$ cat config.mk
export PLATFORM = sky130hd
export DESIGN_NAME = pwm_multi_deadtime
export DESIGN_NICKNAME = d
export VERILOG_FILES = /design/src/rtl/pwm_multi_deadtime.sv
export SDC_FILE = /design/constraint.sdc
export NUM_CORES = 1
export LEC_CHECK = 0
export BUFFER_PORTS_ARGS = -buffer_cell sky130_fd_sc_hd__buf_4
export CAP_MARGIN = 20
export CORE_MARGIN = 2
export CORE_UTILIZATION = 63
export DETAILED_ROUTE_END_ITERATION = 10
export PLACE_DENSITY = 0.83
export SLEW_MARGIN = 20
export SYNTH_ARGS = -nofsm -noshare
export SYNTH_HDL_FRONTEND = slang
export SYNTH_SLANG_ARGS = --single-unit
$ cat constraint.sdc
create_clock -name clk -period 4.25 [get_ports clk]
set_clock_uncertainty 0.1 [all_clocks]
set_input_delay 0.425 -clock clk [delete_from_list [all_inputs] [get_ports clk]]
set_output_delay 0.425 -clock clk [all_outputs]
set_load 0.02 [all_outputs]
$ cat src/rtl/pwm_multi_deadtime.sv
// Multi-channel complementary PWM: shared prescaled period counter, double-buffered duty,
// per-channel dead-time insertion. Define PWM_CENTER_ALIGN_EN for up/down (centre-aligned) counting.
module pwm_multi_deadtime #(
  parameter int PWM_WIDTH  = 8,
  parameter int N_CH       = 2,
  parameter int PRESCALE   = 1,
  parameter int DEAD_TICKS = 2,
  localparam int CH_W      = (N_CH > 1) ? $clog2(N_CH) : 1
) (
  input  logic                 clk,
  input  logic                 rst,
  input  logic                 ena,
  input  logic                 duty_valid,
  input  logic [CH_W-1:0]      duty_ch,
  input  logic [PWM_WIDTH-1:0] duty_in,
  output logic                 duty_ready,
  output logic                 step,
  output logic [N_CH-1:0]      pwm_out,
  output logic [N_CH-1:0]      pwm_not_out
);

  localparam int PRE_W = (PRESCALE > 1) ? $clog2(PRESCALE) : 1;
  localparam int DC_W  = (DEAD_TICKS > 0) ? $clog2(DEAD_TICKS + 1) : 1;

  localparam logic [PWM_WIDTH-1:0] CNT_MAX  = '1;
  localparam logic [PRE_W-1:0]     PRE_LAST = PRE_W'(PRESCALE - 1);
  localparam logic [DC_W-1:0]      DC_SAT   = DC_W'(DEAD_TICKS);

  typedef logic [PWM_WIDTH-1:0] duty_t;
  typedef logic [DC_W-1:0]      dead_t;

  logic [PRE_W-1:0] pre_q, pre_d;
  duty_t            cnt_q, cnt_d;
  logic             restart_q, restart_d;
  logic             step_q, step_d;
  duty_t [N_CH-1:0] shadow_q, shadow_d;
  duty_t [N_CH-1:0] active_q, active_d;
  logic  [N_CH-1:0] raw_q, raw_d;
  dead_t [N_CH-1:0] dc_q, dc_d;
  logic  [N_CH-1:0] pwm_q, pwm_d;
  logic  [N_CH-1:0] pwm_n_q, pwm_n_d;

  logic tick;
  logic period_start;
  logic wr_en;

`ifdef PWM_CENTER_ALIGN_EN
  typedef enum logic {DIR_UP, DIR_DOWN} dir_e;
  dir_e dir_q, dir_d;
`endif

  // Timebase: prescaler, period counter and period-start detection.
  always_comb begin
    // NOTE: every always_comb target gets a default first so no path can infer a latch.
    tick         = ena && (pre_q == PRE_LAST);
    pre_d        = pre_q;
    cnt_d        = cnt_q;
    restart_d    = restart_q;
    period_start = 1'b0;
`ifdef PWM_CENTER_ALIGN_EN
    dir_d        = dir_q;
`endif
    if (!ena) begin
      pre_d     = '0;
      cnt_d     = '0;
      restart_d = 1'b1;
`ifdef PWM_CENTER_ALIGN_EN
      dir_d     = DIR_UP;
`endif
    end else begin
      pre_d = tick ? '0 : pre_q + 1'b1;
      if (tick) begin
        restart_d = 1'b0;
`ifdef PWM_CENTER_ALIGN_EN
        // Each endpoint is held for one extra tick while the direction flips.
        if (dir_q == DIR_UP) begin
          if (cnt_q == CNT_MAX) dir_d = DIR_DOWN;
          else                  cnt_d = cnt_q + 1'b1;
        end else begin
          if (cnt_q == '0) dir_d = DIR_UP;
          else             cnt_d = cnt_q - 1'b1;
        end
        period_start = restart_q || ((dir_q == DIR_DOWN) && (cnt_q == PWM_WIDTH'(1)));
`else
        cnt_d        = cnt_q + 1'b1;
        period_start = restart_q || (cnt_q == CNT_MAX);
`endif
      end
    end
    step_d = period_start;
  end

  // Duty buffering, compare and dead-time per channel.
  always_comb begin
    wr_en    = duty_valid && !step_q;
    shadow_d = shadow_q;
    active_d = active_q;
    raw_d    = '0;
    dc_d     = dc_q;
    pwm_d    = '0;
    pwm_n_d  = '0;
    for (int i = 0; i < N_CH; i++) begin
      // Out-of-range channel numbers match no slot, so the write completes but is dropped.
      if (wr_en && (duty_ch == CH_W'(i))) shadow_d[i] = duty_in;
      if (step_q) active_d[i] = shadow_q[i];
      raw_d[i] = ena && (cnt_q < active_q[i]);
      if (!ena || (raw_d[i] != raw_q[i])) dc_d[i] = '0;
      else if (dc_q[i] != DC_SAT)         dc_d[i] = dc_q[i] + 1'b1;
      pwm_d[i]   = ena &&  raw_q[i] && (dc_q[i] == DC_SAT);
      pwm_n_d[i] = ena && !raw_q[i] && (dc_q[i] == DC_SAT);
    end
  end

  // NOTE: sequential state uses non-blocking assignments only, so every register sees pre-edge values.
  always_ff @(posedge clk or posedge rst) begin
    if (rst) begin
      pre_q     <= '0;
      cnt_q     <= '0;
      // Leaving reset behaves like ena rising: the first tick starts a period.
      restart_q <= 1'b1;
      step_q    <= 1'b0;
      // NOTE: the duty buffers are a handful of flops, not a RAM, so they are reset with everything else.
      shadow_q  <= '0;
      active_q  <= '0;
      raw_q     <= '0;
      dc_q      <= '0;
      pwm_q     <= '0;
      pwm_n_q   <= '0;
`ifdef PWM_CENTER_ALIGN_EN
      dir_q     <= DIR_UP;
`endif
    end else begin
      pre_q     <= pre_d;
      cnt_q     <= cnt_d;
      restart_q <= restart_d;
      step_q    <= step_d;
      shadow_q  <= shadow_d;
      active_q  <= active_d;
      raw_q     <= raw_d;
      dc_q      <= dc_d;
      pwm_q     <= pwm_d;
      pwm_n_q   <= pwm_n_d;
`ifdef PWM_CENTER_ALIGN_EN
      dir_q     <= dir_d;
`endif
    end
  end

  assign duty_ready  = !step_q;
  assign step        = step_q;
  assign pwm_out     = pwm_q;
  assign pwm_not_out = pwm_n_q;

endmodule
After elaboration in Yosys (flattened, before gate mapping). Index checks and enable logic that the tools add are counted. W data, S select, Z words.

$add $sub $neg: 4. Order comparisons: 2. Equal/unequal tests: 8. Muxes and demuxes: 12. Bitwise gates (word level): 2. Reduce and logical (&&, ||, !) cells: 23.

Operator list (count): $lt A8 B8 Y1 (2); $mux W8 (2); $logic_and A1 B1 Y1 (14); $add A8 B1 Y8 const B (1); $eq A8 B8 Y1 const B (1); $mux W2 (4); $mux W1 (6); $add A2 B1 Y2 const B (2); $eq A2 B2 Y1 const B (2); $logic_not A1 Y1 (4); $ne A2 B2 Y1 const B (2); $reduce_bool A2 Y1 (2); $logic_or A1 B1 Y1 (3); $ne A1 B1 Y1 (2); $ne A2 B1 Y1 const B (1); $not A1 Y1 (2); $add A1 B1 Y1 const B (1).

Bits in registers: 53. Bits of input ports: 13. Output and inout bits: 6. Logic and storage cells: 64.

Longest topological paths before layout.
Depth in word-level cells: 5. Gate-level depth with buffers: 7.

Worst setup path before layout. Ideal clock, no wire load.

Kind: reg2reg. Start point: reg cnt_q[3]. End point: reg dc_q[2] in the netlist's numbering. Setup time: 0.066 ns. Data arrival time: 1.480 ns. Slack: 2.603 ns. Stages on the path, launching flop included: 7. Cells stage by stage: dfrtp_1 -> ha_1 -> a211oi_1 -> o21ai_1 -> a21oi_2 -> xnor2_1 -> and3_1.

Longest elaborated chain between the ends: 5. Elaborated cells on any way between the ends: 6. Those cells by class: order compare: 1; eq/ne: 1; mux: 1; reduce/logical: 3.

RTL lines: from (decl) (line 33) `duty_t cnt_q, cnt_d;`; from (signal assigned) (line 134) `cnt_q <= cnt_d;`; $lt A8 B8 Y1 * (line 106) `raw_d[i] = ena && (cnt_q < active_q[i]);`; $logic_and A1 B1 Y1 * (line 106); via raw_d[1] (line 38) `logic [N_CH-1:0] raw_q, raw_d;`; $ne A1 B1 Y1 * (line 107) `if (!ena || (raw_d[i] != raw_q[i])) dc_d[i] = '0;`; $logic_or A1 B1 Y1 * (line 107); $mux W2 / $reduce_bool A2 Y1 (equally long branches); to (signal assigned) (line 126) `dc_q <= '0;`; to (signal assigned) (line 140) `dc_q <= dc_d;`; to (decl) (line 39) `dead_t [N_CH-1:0] dc_q, dc_d;`.

Mark *: on every way through the listed nets, which the timed path passes. The rest lies on a longest branch. A chain may end at the register's enable or synchronous reset.

Worst setup path in the final report.
Start point: reg step_q (netlist: step). End point: out duty_ready.

Longest elaborated chain between the ends: 1.

RTL lines: from (decl) (line 35) `logic step_q, step_d;`; from (signal assigned) (line 136) `step_q <= step_d;`; $logic_not A1 Y1 (line 149) `assign duty_ready = !step_q;`; to (decl) (line 16) `output logic duty_ready,`.

No other way between the ends.

==> results.py <==
metrics = {
    "setup_path": {
        "critPathRequiredTime_ns": 3.72,
        "worstSetupPathType": "reg -> out",
        "rrSetupSlack_ns": 2.39,
        "worstReg2RegStart": "step",
        "reg2reg_to": "shadow_q[0]",
        "crit_path_end": "duty_ready",
        "crit_path_start": "step",
        "endpoint_kind": "output port",
        "cp_max_fo": 33,
        "reg2regPathDepth": 2,
        "crit_path_start_kind": "flop",
        "crit_arrival_ns": 1.59,
    },
    "timing": {
        "max_freq_ghz": 0.474,
        "whs_ns": 0.175,
        "hold_viol": 0,
        "fin_crit_sh": 0.496,
        "relSlewSlack": 0.423,
        "fin_ws_ns": 2.14,
        "final.min_clock_period_ns": 2.11,
        "rsz0062_at_grt": "no",
        "tns_ns": 0,
        "slew_viol_final": 0,
        "tightest_slew_ns": 0.865,
        "setup_viol": 0,
    },
    "finish": {
        "regArea_mm2": 0.00133,
        "fin_nets": 258,
        "drive_gt1_frac": 0.224,
        "final_cell_mix": "dfrtp_1, nand2_1, o21ai_0, mux2_2, buf_4",
        "fillers": 264,
        "n_antenna_cell": 0,
        "layout_commonest_cell": "dfrtp_1",
        "synthToLayoutAreaGrowth_pct": 10.8,
        "multi_input_area_mm2": 0.00101,
    },
    "floorplan": {
        "core_mm2": 0.00369,
        "io_pins": 19,
        "die_w_um": 66.1,
        "die_h_um": 66.1,
        "dieArea_mm2": 0.00437,
        "num_rows": 22,
        "start_util": 0.659,
    },
    "route": {
        "postRouteWirelength_mm": 4.19,
        "wl_per_cell_um": 15.2,
        "drtIter0Drc": 93,
        "vias": 1559,
        "drt_first_pass_iters": 4,
        "drc": 0,
        "vias_per_cell": 5.65,
        "drtAntennaViolNets": 0,
    },
    "yosys": {
        "yosysSeqAreaShare": 0.546,
        "synth-simple-area-share": 0.128,
        "synth_area_leaders": "dfrtp_1, ha_1, mux2_2, o21ai_0, nand2_1",
        "avgSynthCellArea_um2": 11.6,
        "ys.flop_type": "dfrtp_1",
        "synth_top_family_by_area": "simple AND/OR/NAND/NOR gates",
        "syn_inst": 209,
        "synth_edf_count": 0,
        "yosys_warnings": 0,
        "yosysTopAreaCellShare": 0.535,
        "synthAdderAreaFrac": 0.0874,
        "syn_nets": 239,
        "synthXorXnorAreaFrac": 0.0324,
        "synth_compound_area_frac": 0.0792,
        "yosys.area.top_type": "dfrtp_1",
        "ys_types": 31,
        "netlist_area_mm2": 0.00243,
        "synthArstFlopShare": 1.00,
        "yosys_register_bits": 53,
        "muxShareOfSynthArea": 0.0874,
    },
    "global_route": {
        "grt_pass1_vias": 1614,
        "grt_overflow": 0,
        "grt_start_max_net_pins": 54,
        "antenna_found_initial": 0,
        "grt_pass1_wl_mm": 7.25,
        "grt_usage": 0.227,
    },
    "placement": {
        "globalplace.congestion": 0.759,
        "dpl.hpwl_mm": 3.16,
        "place_ws_ns": 2.38,
        "io_buffers": 18,
    },
    "clock_tree": {
        "clock_sinks": 53,
        "htree_levels": 2,
        "cts_tree": "done",
        "cts_buffers": 5,
        "clk_latency_ns": 0.30,
        "cts_root_buf": "clkbuf_8",
        "cts_resized": 0,
        "clk_pin_slew_ns": 0.09,
        "clockBufferDepth": 2,
        "cts_setup_buffers": 0,
        "hold_buffers": 0,
    },
    "power_and_ir_drop": {
        "switching_share": 0.268,
        "ir_drop_mv": 0.296,
        "power_density_mw_per_mm2": 407,
        "power_frac_comb": 0.176,
        "pwr-share-clk": 0.258,
        "pwr-share-seq": 0.565,
        "cellLeakagePower_nw": 1.27,
        "intPower_uw": 803,
        "p_sw_uw": 294,
        "power.total_mw": 1.10,
    },
    "run": {
        "maxCapViolations": 0,
    },
    "min_path": {
        "hold_class": "in -> async",
    },
    "outcome": {
        "outcome": "finished, final reports clean",
    },
}
==> critical path, stage by stage, from the launching register on <==
cell,delay (ns)
dfrtp_1,0.92
inv_1,0.15
buf_4,0.20
==> metrics by stage <==
| stage | util | std cells | area (um2) |
|---|---|---|---|
| after floorplan | - | 209 | 2430 |
| after global placement | 0.706 | 269 | 2600 |
| after detailed placement | 0.706 | 269 | 2600 |
| after CTS | 0.730 | 276 | 2690 |
| after global routing | 0.730 | 276 | 2690 |
| final | 0.730 | 276 | 2690 |
==> synth_stat cells, drive strengths merged (3+ instances only) <==
cell type and count:
and2 5, mux2 18, nand3 6, nor3b 3, dfrtp 52, ha 17, inv 18, nand4b 3
o21ai 20, xnor2 8, clkbuf 4, and3 7, nand2 24
==> area by class of cell <==
cell class,count,area share
Clock buffer,6,0.0307
Multi-Input combinational cell,132,0.376
Sequential cell,53,0.493
Clock inverter,1,0.00279
Tap cell,48,0.0223
Timing Repair Buffer,18,0.0502
Inverter,18,0.0255
==> power by group through the flow <==
| stage | combinational (mW) | clock (mW) | sequential (mW) |
|---|---|---|---|
| floorplan | 0.147 | 0 | 0.615 |
| global placement | 0.179 | 0 | 0.626 |
| detailed placement | 0.195 | 0 | 0.631 |
| CTS | 0.196 | 0.287 | 0.621 |
| global route | 0.220 | 0.312 | 0.629 |
| finish | 0.193 | 0.284 | 0.620 |
==> registers in the layout (all words and copies together) (netlist names) <==
register and flops:
shadow_q 16, active_q 16, pre_q 1, pwm_out 2, raw_q 2, dc_q 4, restart_q 1, cnt_q 8
step 1, pwm_not_out 2
==> cell families after synthesis <==
logic type,after synthesis
simple gates,55
flops,53
compound gates,31
buf+inv,24
mux,19
fa+ha+maj,17
xor+xnor,9
other cells,1
==> worst min path at each step <==
stage                     from              to  slack (ns)  cells after the start
floorplan             raw_q[0]  pwm_not_out[0]        0.33                      1
global placement      raw_q[0]  pwm_not_out[0]        0.35                      1
detailed placement    raw_q[0]  pwm_not_out[0]        0.35                      1
CTS                 duty_in[4]    shadow_q[12]        0.25                      2
global route               rst            step        0.23                      2
finish                     rst        raw_q[1]        0.17                      2
==> per-layer routing <==
layer  GRT usage  routed length [um]  part of all wire  vias up
li1            -                   -                 -      752
met1       0.274                1750              0.42      772
met3      0.0579                 151             0.036        9
met5           0                   0                 0        -
met4      0.0995                  84             0.020        0
met2       0.384                2210              0.53       26
No activity file was read; power rests on OpenSTA's default activity.
